==> config.mk <==
export PLATFORM = sky130hd
export DESIGN_NAME = sr_alu_bist_flat
export DESIGN_NICKNAME = d
export VERILOG_FILES = /design/src/rtl/sr_alu_bist_if.sv /design/src/rtl/sr_alu_bist.sv /design/src/flat_wrapper.sv
export SDC_FILE = /design/constraint.sdc
export NUM_CORES = 1
export LEC_CHECK = 0
export BUFFER_PORTS_ARGS = -buffer_cell sky130_fd_sc_hd__buf_2
export CORE_UTILIZATION = 40
export DETAILED_ROUTE_END_ITERATION = 6
export PLACE_DENSITY = 0.65
export SLEW_MARGIN = 15
export SYNTH_ARGS = -nofsm -noshare
export SYNTH_HDL_FRONTEND = slang
export SYNTH_SLANG_ARGS = --single-unit
export TNS_END_PERCENT = 100
==> constraint.sdc <==
create_clock -name clk -period 2 [get_ports clk]
set_input_delay 0.2 -clock clk [delete_from_list [all_inputs] [get_ports clk]]
set_output_delay 0.2 -clock clk [all_outputs]
set_load 0.02 [all_outputs]
==> src/rtl/sr_alu_bist_if.sv <==
// sr_alu_bist_if: operand/opcode bus between the ALU BIST driver and the ALU.
interface sr_alu_bist_if;
  logic [31:0] alu_srcA;
  logic [31:0] alu_srcB;
  logic [2:0]  alu_oper;
  logic [31:0] alu_result;
  logic        alu_zero;
  modport master (output alu_srcA, alu_srcB, alu_oper, input alu_result, alu_zero);
  modport slave  (input alu_srcA, alu_srcB, alu_oper, output alu_result, alu_zero);
endinterface

==> src/rtl/sr_alu_bist.sv <==
// sr_alu_bist: LFSR operand generator and MISR compactor for schoolRISCV ALU self-test.
// Optional zero-flag check enabled by defining SR_ALU_BIST_ZERO_CHECK_EN.
module sr_alu_bist #(
  parameter int          NUM_VECTORS = 256,
  parameter logic [31:0] SEED        = 32'hACE1_1234,
  parameter logic [31:0] GOLDEN      = 32'h0000_0000
) (
  input  logic                clk,
  input  logic                rst_n,
  input  logic                start,
  output logic                busy,
  output logic                done,
  output logic                pass,
  output logic [31:0]         signature,
  output logic                err_zero,
  sr_alu_bist_if.master       alu
);
  localparam int CW = $clog2(NUM_VECTORS + 1);
  localparam logic [2:0] ALU_ADD = 3'b000, ALU_OR = 3'b001, ALU_SRL = 3'b010,
                         ALU_SLTU = 3'b011, ALU_SUB = 3'b100;
  localparam logic [31:0] LFSR_POLY = 32'h8020_0003, MISR_POLY = 32'h0040_0007;
  typedef enum logic [1:0] {IDLE, RUN, DONE} state_t;
  state_t          state, state_nxt;
  logic [CW-1:0]   cnt;
  logic [2:0]      op_idx;
  logic [31:0]     lfsr_a, lfsr_b;
  logic            load, last;
  assign load = start && state != RUN;
  assign last = cnt == CW'(NUM_VECTORS - 1);
  always_ff @(posedge clk)
    state <= !rst_n ? IDLE : state_nxt;
  always_comb
    state_nxt = load ? RUN : (state == RUN && last) ? DONE : state;
  always_comb begin
    busy          = state == RUN;
    done          = state == DONE;
    pass          = done && signature == GOLDEN && !err_zero;
    alu.alu_srcA  = lfsr_a;
    alu.alu_srcB  = lfsr_b;
    alu.alu_oper  = op_idx == 3'd1 ? ALU_OR :
                    op_idx == 3'd2 ? ALU_SRL :
                    op_idx == 3'd3 ? ALU_SLTU :
                    op_idx == 3'd4 ? ALU_SUB : ALU_ADD;
  end
  // operands and opcode freeze on the last vector so they hold through DONE
  always_ff @(posedge clk) begin
    if (!rst_n) begin
      lfsr_a    <= '0;
      lfsr_b    <= '0;
      signature <= '0;
      cnt       <= '0;
      op_idx    <= '0;
    end else if (load) begin
      lfsr_a    <= SEED;
      lfsr_b    <= ~SEED;
      signature <= '0;
      cnt       <= '0;
      op_idx    <= '0;
    end else if (state == RUN) begin
      signature <= {signature[30:0], 1'b0} ^ (signature[31] ? MISR_POLY : 32'h0) ^ alu.alu_result;
      cnt       <= cnt + 1'b1;
      if (!last) begin
        lfsr_a <= (lfsr_a >> 1) ^ (lfsr_a[0] ? LFSR_POLY : 32'h0);
        lfsr_b <= (lfsr_b >> 1) ^ (lfsr_b[0] ? LFSR_POLY : 32'h0);
        op_idx <= op_idx == 3'd4 ? 3'd0 : op_idx + 3'd1;
      end
    end
  end
`ifdef SR_ALU_BIST_ZERO_CHECK_EN
  always_ff @(posedge clk)
    if (!rst_n || load) err_zero <= 1'b0;
    else if (state == RUN && alu.alu_zero != (alu.alu_result == 32'h0)) err_zero <= 1'b1;
`else
  assign err_zero = 1'b0;
`endif
endmodule

==> src/flat_wrapper.sv <==
// flat-port wrapper written by rule: the top's interface ports become plain ports
module sr_alu_bist_flat 
#(
  parameter int          NUM_VECTORS = 256,
  parameter logic [31:0] SEED        = 32'hACE1_1234,
  parameter logic [31:0] GOLDEN      = 32'h0000_0000
)
  (clk, rst_n, start, busy, done, pass, signature, err_zero, alu_alu_srcA, alu_alu_srcB, alu_alu_oper, alu_alu_result, alu_alu_zero);
  sr_alu_bist_if alu_i ();
  input  logic clk;
  input  logic rst_n;
  input  logic start;
  output logic busy;
  output logic done;
  output logic pass;
  output logic [31:0] signature;
  output logic err_zero;
  output wire logic [$bits(alu_i.alu_srcA)-1:0] alu_alu_srcA;
  output wire logic [$bits(alu_i.alu_srcB)-1:0] alu_alu_srcB;
  output wire logic [$bits(alu_i.alu_oper)-1:0] alu_alu_oper;
  input wire logic [$bits(alu_i.alu_result)-1:0] alu_alu_result;
  input wire logic [$bits(alu_i.alu_zero)-1:0] alu_alu_zero;
  assign alu_alu_srcA = alu_i.alu_srcA;
  assign alu_alu_srcB = alu_i.alu_srcB;
  assign alu_alu_oper = alu_i.alu_oper;
  assign alu_i.alu_result = alu_alu_result;
  assign alu_i.alu_zero = alu_alu_zero;
  sr_alu_bist #(.NUM_VECTORS(NUM_VECTORS), .SEED(SEED), .GOLDEN(GOLDEN)) u_core (.clk(clk), .rst_n(rst_n), .start(start), .busy(busy), .done(done), .pass(pass), .signature(signature), .err_zero(err_zero), .alu(alu_i));
endmodule
Word level (Yosys, flattened, before mapping). Cells that the tools add are included.

Flip-flop bits (word level): 110. Output and inout port bits: 103. Word-level logic and storage cells: 51.

Reductions and logical operators: 9. Multiplexer cells: 16. $add $sub $neg: 2. Bitwise logic cells: 6. Equality and inequality tests: 9.

Operators with widths (count): two-way mux 32 bit (5); two-way mux 31 bit (3); bitwise XOR 31 x 32 -> 32 bit (2); bitwise XOR 32 bit (2); logical NOT 32 bit (1); two-way mux 23 bit (1); two-way mux 3 bit (5); adder 9 x 1 -> 9 bit (second input constant) (1); equality test 9 x 8 -> 1 bit (second input constant) (1); equality test 3 x 2 -> 1 bit (second input constant) (2); != test 2 x 1 -> 1 bit (second input constant) (2); AND reduction 2 bit (2); nonzero test 2 bit (2); adder 3 x 1 -> 3 bit (second input constant) (1); equality test 3 x 1 -> 1 bit (second input constant) (1); equality test 3 bit (second input constant) (1); logical AND 1 bit (3); equality test 2 x 1 -> 1 bit (second input constant) (1); equality test 2 bit (second input constant) (1); two-way mux 1 bit (2); inverter 1 bit (2); OR reduction 2 bit (1).

Longest topological paths before layout. Gate-level depths: netlist of run 1.

Word-level depth: 5. Mapped depth: 10.

Worst setup path before layout of run 1. Ideal clock, no wire load.

Kind: flip-flop to flip-flop. Start point: register u_core.cnt[0]. End point: register u_core.op_idx[2]. Arrival time: 1865 ps. Setup slack: 66 ps. Required time: 1930 ps. Library setup time: 70 ps. Cell stages (with the launch flop): 10. Path buffers: 2. Path through: dfxtp_1 > ha_1 > nand2_1 > nor3_1 > ha_1 > buf_2 > or3b_1 > buf_2 > or3_1 > a21oi_1.

Word-level cells in the longest chain between the ends: 3.

RTL lines: start: declaration (RTL line sr_alu_bist.sv:24) `logic [CW-1:0] cnt;`; start signal: assignment (RTL line sr_alu_bist.sv:61) `cnt <= cnt + 1'b1;`; equality test 9 x 8 -> 1 bit (RTL line sr_alu_bist.sv:29) `assign last = cnt == CW'(NUM_VECTORS - 1);`; inverter 1 bit (no source line); AND reduction 2 bit (no source line); end signal: assignment (RTL line sr_alu_bist.sv:65) `op_idx <= op_idx == 3'd4 ? 3'd0 : op_idx + 3'd1;`; end: declaration (RTL line sr_alu_bist.sv:25) `logic [2:0] op_idx;`.

No other way between the ends. A chain may end at the register's enable or synchronous reset.

Final worst setup path of run 1.
Start point: register u_core.cnt[1]. End point: register u_core.lfsr_a[21] (netlist: u_core.alu.alu_srcA[21]).

Word-level cells in the longest chain between the ends: 3.

RTL lines: equality test 9 x 8 -> 1 bit (RTL line sr_alu_bist.sv:29); != test 2 x 1 -> 1 bit (no source line); AND reduction 2 bit (no source line); end signal: assignment (RTL line sr_alu_bist.sv:63) `lfsr_a <= (lfsr_a >> 1) ^ (lfsr_a[0] ? LFSR_POLY : 32'h0);`; end: declaration (RTL line sr_alu_bist.sv:26) `logic [31:0] lfsr_a, lfsr_b;`.

No other way between the ends.

==> metrics.cfg, run 1 <==
[run_status]
status = complete, no violations

[logic_synthesis]
synthesis.area_um2 = 4578
synth_common_cells = dfxtp_1, nand2_1, a21oi_1
synth_edf_count = 0
synth.area.top_cells = dfxtp_1, nand2_1, xnor2_1, a211oi_1, nand3b_1
yosys_warnings = 0
ys_ff_latch = 110
synth_top_cell_area_share = 0.4810
synthesis.nets = 579
ys.flop_type = dfxtp_1
avgSynthCellArea_um2 = 8.557
ys_seq_area_frac = 0.4810
yosysMostFrequentCell = dfxtp_1
synthArstFlopShare = 0
synthCells = 535
synth_top_area_cell = dfxtp_1
yosysUniqueCellTypes = 33

[placement]
hpwl_um = 7711
dpl-instance-area_um2 = 5433
place_ws_ps = -141.1
finalWeightedCongestion = 0.8146
portBuffers = 136

[worst_setup_path]
criticalPathCategory = flop to flop
cp-end-kind = flop
worstPathMaxFanout = 9
cp-start-kind = flop
cp.required_ps = 2270
worstPathArrival_ps = 2160

[global_route]
grt_max_degree = 37
antenna_found_initial = 0
grt_pass1_wl_um = 17600
grt-ovfl-total = 0
grt_usage = 0.1886
grt_pass1_vias = 3657

[die]
chipHeight_um = 109.0
start_util = 0.4168
die_w_um = 109.0
coreArea_um2 = 10980
pin_count = 139
fp.dieArea_um2 = 11880
rows = 38

[hold_path]
hp-class = primary input to flop

[timing]
slew_viol_final = 0
fin_crit_sh = 0.9412
setup_viol = 0
fin_crit_ps = 1882
skew_ps = 6.867
setup_tns_ps = 0
finalHoldViolCount = 0
fmax_mhz = 531.2
layout_setup_ws_ps = 117.6
rsz0062_at_grt = false
hold_ws_ps = 147.2

[route]
wl_per_cell_um = 13.87
drtPass1Iterations = 4
wl_met1_um = 5215
drc = 0
avgViaCountPerCell = 5.117
drtIter0Drc = 293
routed_wl_um = 11140
vias = 4109
wl_met2_um = 5119
top_layer_used = met4
antenna_left = 0
wl_met3_um = 670

[job]
cap_violations = 0

[final_layout]
ff_latch_area_um2 = 2205
antenna_cells = 0
nNetsFinal = 703
drive_gt1_frac = 0.2700
syn_to_final_growth_pct = 26.54
final_design_area_no_fill_um2 = 5793
multi_input_area_um2 = 2198
fillCellCount = 1029
final_util = 0.5275

[power]
power_frac_clock = 0.377
ir_worst_vdd_mv = 0.3330
switching_power_mw = 1.372
power_density_nw_per_um2 = 880.8
seqPwrFrac = 0.476
pwr-share-comb = 0.147
leakage_nw = 2.359
p_int_mw = 3.731
sw_frac_of_total = 0.2688

[clocking]
clk_pin_slew_ps = 70
post_cts_buffers = 0
cts_tree = done
clkLatencyLatePin_ps = 350
htree_num_levels = 3
clkSinkCount = 110
clk_path_buf_depth = 2
ctsHoldBuffers = 0
clock-root-buffer = clkbuf_16
cts_buffers = 9

power by group through the flow:
stage               combinational, mW  sequential [mW]  clock [mW]
global route                    0.823             2.45        2.05
finish                          0.750             2.43        1.92
global placement                0.735             2.47           0
detailed placement              0.746             2.47           0
floorplan                       0.369             2.59           0
CTS                             0.753             2.43        1.96
per-stage QoR:
| stage | cells | total power [mW] |
|---|---|---|
| 2_1_floorplan | 535 | 2.955 |
| 3_3_place_gp | 788 | 3.205 |
| 3_5_place_dp | 788 | 3.220 |
| 4_1_cts | 803 | 5.135 |
| 5_1_grt | 803 | 5.319 |
| 6_report | 803 | 5.103 |
final timing paths:
check	startpoint	to	slack, ps	cells after the start
max	u_core.cnt[1]	u_core.alu.alu_srcA[21]	120	7
min reg2reg	u_core.op_idx[2]	u_core.op_idx[2]	460	2
max reg2reg	u_core.cnt[1]	u_core.alu.alu_srcA[21]	120	7
min	alu_alu_result[19]	u_core.signature[19]	150	3
state kept, by name, indices dropped and copies added (netlist names):
signal and count:
u_core.alu.alu_srcA 32, u_core.alu.alu_srcB 32, u_core.cnt 9, u_core.op_idx 3, u_core.signature 32, u_core.state 2
cell type report:
cell class,instances,share of cell area
Clock inverter,5,0.01425
Timing Repair Buffer,155,0.1484
Tap cell,140,0.03024
Inverter,9,0.005832
Sequential cell,110,0.3806
Clock buffer,10,0.04125
Multi-Input combinational cell,374,0.3795
layout by cell type, fill, tap and decap left out, drive strengths merged:
cell type and n:
conb 1, a21o 1, nand4b 1, ha 8
or3 9, nand3 3, nor4 8, o22ai 3
o31ai 1, or4 1, dfxtp 110, o21ai 7
a21oi 43, clkbuf 10, xor2 4, nand4 2
buf 155, a22o 1, nor3b 2, clkinv 3
nor3 2, and2 1, inv 9, nand2 104
nor2 37, nor2b 1, or3b 2, nand3b 30
xnor2 37, a31oi 32, nand2b 1, bufinv 2
a211oi 32
worst max-delay path, cell delays in order, from the launching register on:
cell and delay, ps:
dfxtp_1 330, ha_1 190, nand2_1 80, nor3_2 50
ha_1 210, or3b_4 440, or3_1 360, a31oi_1 160
routing by layer:
metal  GRT usage  up-vias
li1            -     2089
met1      0.2469     1895
met5           0        -
met2      0.2969      112
met4     0.06950        0
met3     0.04901       13
what timing repair did:
action / CTS / global route
endpoints found under the setup margin: 47 / 38
gates resized for setup: 4 / 6
pin swaps: 0 / 1
gates cloned: 0 / 0
logic make-up (layout without fill, tap and decap cells):
logic type / Yosys count / after routing / share of synthesized area
xor gates and xnor gates: 41 / 41 / 0.07844
adders and majority gates: 8 / 8 / 0.02186
other: 1 / 1 / 0.0008191
AOI/OAI and AO/OA: 120 / 120 / 0.1602
and+or+nand+nor: 204 / 204 / 0.2110
DFF: 110 / 110 / 0.4810
buffers and inverters: 51 / 179 / 0.04673
(Power assumes the default switching activity.)
==> inputs of run 2 (changes only) <==
- CORE_ASPECT_RATIO: unset -> 0.8
==> run 2 against run 1 <==
  * Cell count grew 0.62%
  * Fmax shrank 1.7%
  * Flip-flop and latch count is the same
  * Critical path type unchanged
  * Largest power group unchanged
==> metrics.cfg, run 2 (synthesis results as in run 1) <==
[run_status]
status = complete, no violations

[placement]
place_ws_ps = 7.705  ; +148.8 ps
hpwl_um = 8204  ; +6.4%
portBuffers = 136  ; unchanged
dpl-instance-area_um2 = 5443  ; +0.18%
finalWeightedCongestion = 0.8281  ; +1.7%
post-place-cells = 791  ; +0.38%

[clocking]
clk_path_buf_depth = 2  ; unchanged
cts_buffers = 9  ; unchanged
clk_pin_slew_ps = 70  ; about the same
clock-root-buffer = clkbuf_16
cts_tree = done
htree_num_levels = 3  ; unchanged
clkLatencyLatePin_ps = 340  ; about the same
clkSinkCount = 110  ; unchanged
ctsHoldBuffers = 0  ; unchanged

[final_layout]
final_cell_count_no_fill = 808  ; +0.62%
layout_common_cells = buf_2, dfxtp_1, nand2_1
mostFrequentLayoutCell = buf_2
nNetsFinal = 703  ; unchanged
syn_to_final_growth_pct = 25.99
final_design_area_no_fill_um2 = 5768  ; -0.43%
drive_gt1_frac = 0.2726  ; +0.002605
antenna_cells = 0  ; unchanged

[global_route]
antenna_found_initial = 0  ; unchanged
grt_max_degree = 41  ; +11%
grt_usage = 0.2029  ; +0.01429
grt-ovfl-total = 0  ; unchanged
grt_pass1_wl_um = 19230  ; +9.3%
grt_pass1_vias = 3888  ; +6.3%

[timing]
fmax_mhz = 522.0  ; -1.7%
slew_viol_final = 0  ; unchanged
setup_viol = 0  ; unchanged
fin_crit_ps = 1916  ; +33.19 ps
rsz0062_at_grt = false
finalHoldViolCount = 0  ; unchanged
fin_crit_sh = 0.9578  ; +0.01660
setup_tns_ps = 0  ; unchanged
layout_setup_ws_ps = 84.44  ; -33.19 ps
skew_ps = 7.618  ; +0.7513 ps

[power]
total_power_mw = 4.888  ; -4.2%
seqPwrFrac = 0.497  ; +0.021
sw_frac_of_total = 0.2794  ; +0.01064
ir_worst_vdd_mv = 0.3961  ; +19%
power_frac_clock = 0.347  ; -0.030
p_int_mw = 3.522  ; -5.6%
power_density_nw_per_um2 = 847.4  ; -3.8%
pwr-share-comb = 0.156  ; +0.009
switching_power_mw = 1.366  ; -0.42%
leakage_nw = 2.330  ; -1.2%

[hold_path]
hp-class = primary input to flop

[route]
drtPass1Iterations = 5  ; +1
avgViaCountPerCell = 5.176  ; +1.1%
drtIter0Drc = 241  ; -18%
antenna_left = 0  ; unchanged
vias = 4182  ; +1.8%
drc = 0  ; unchanged
routed_wl_um = 11720  ; +5.2%
wl_per_cell_um = 14.50  ; +4.5%

[worst_setup_path]
cpPeakStageDelay_ps = 450  ; about the same
worstPathMaxFanout = 8  ; -1
worstPathCellList = ha_2, nand2_1, nor3_2, ha_2, or3b_4, or3_4, a31oi_1
cpMaxStageDelayCell = or3b_4
cp-end-kind = flop
crit_top_cell = ha_2
cp-start-kind = flop
cp.required_ps = 2260  ; about the same
criticalPathCategory = flop to flop
worstPathArrival_ps = 2180  ; +20 ps

[die]
fp.dieArea_um2 = 11880  ; about the same
rows = 34  ; -11%
chipHeight_um = 97.69  ; -10%
pin_count = 139  ; unchanged
coreArea_um2 = 11020  ; +0.32%
start_util = 0.4155  ; -0.001325
die_w_um = 121.6  ; +12%

[job]
cap_violations = 0  ; unchanged

==> run 2: cell count changes in the layout (fill, tap and decap cells not counted), sizes merged <==
| cell | change |
|---|---|
| clkinv | -1 |
| bufinv | -2 |
| clkbuf | +2 |
| clkinvlp | +2 |
==> run 2: stage by stage <==
| step | hold WS [ps] | util |
|---|---|---|
| global placement | 449.1 | 0.4940 |
| floorplan | 338.4 | - |
| global route | 144.9 | 0.5235 |
| CTS | 125.6 | 0.5203 |
| finish | 140.4 | 0.5235 |
| detailed placement | 460.6 | 0.4940 |
==> run 2: per-layer routing <==
metal	part of all wire	track usage	vias up
li1	-	-	2086
met1	0.47	0.2725	1995
met2	0.47	0.3147	89
met3	0.048	0.05282	12
met4	0.013	0.06553	0
met5	0	0	-
==> run 2: worst max-delay path: cells and delay by family, from the launching register on <==
kind	cells	cell delay, ps
simple gates	4	960
fa+ha+maj	2	380
flops	1	330
compound gates	1	180
==> run 2: worst paths after layout <==
check / startpoint / to / slack (ps) / cells past startpoint
setup reg to reg: u_core.cnt[0] / u_core.alu.alu_srcA[21] / 80 / 7
hold / removal: rst_n / u_core.state[0] / 140 / 3
hold reg to reg: u_core.alu.alu_srcA[4] / u_core.alu.alu_srcA[3] / 470 / 2
setup / recovery: u_core.cnt[0] / u_core.alu.alu_srcA[21] / 80 / 7
==> run 2: cell type report <==
cell class	instances	area, um^2
fillers	1038	5250
multi-input cells	374	2202
repair buffers	155	864.6
inverters	9	33.78
clock inverters	4	28.78
well taps	144	180.2
clock buffers	12	256.5
flip-flops and latches	110	2202
==> run 2: what timing repair did <==
action,in CTS,in global routing
buffers inserted,0,1
endpoints found under the setup margin,3,37
resized for setup,2,7
pin swaps,0,2
==> run 2: power groups by stage <==
stage | logic [mW] | clock network [mW] | registers [mW]
2_1_floorplan | 0.369 | 0 | 2.59
3_3_place_gp | 0.740 | 0 | 2.47
3_5_place_dp | 0.757 | 0 | 2.48
4_1_cts | 0.761 | 1.75 | 2.43
5_1_grt | 0.834 | 1.84 | 2.45
6_report | 0.762 | 1.70 | 2.43
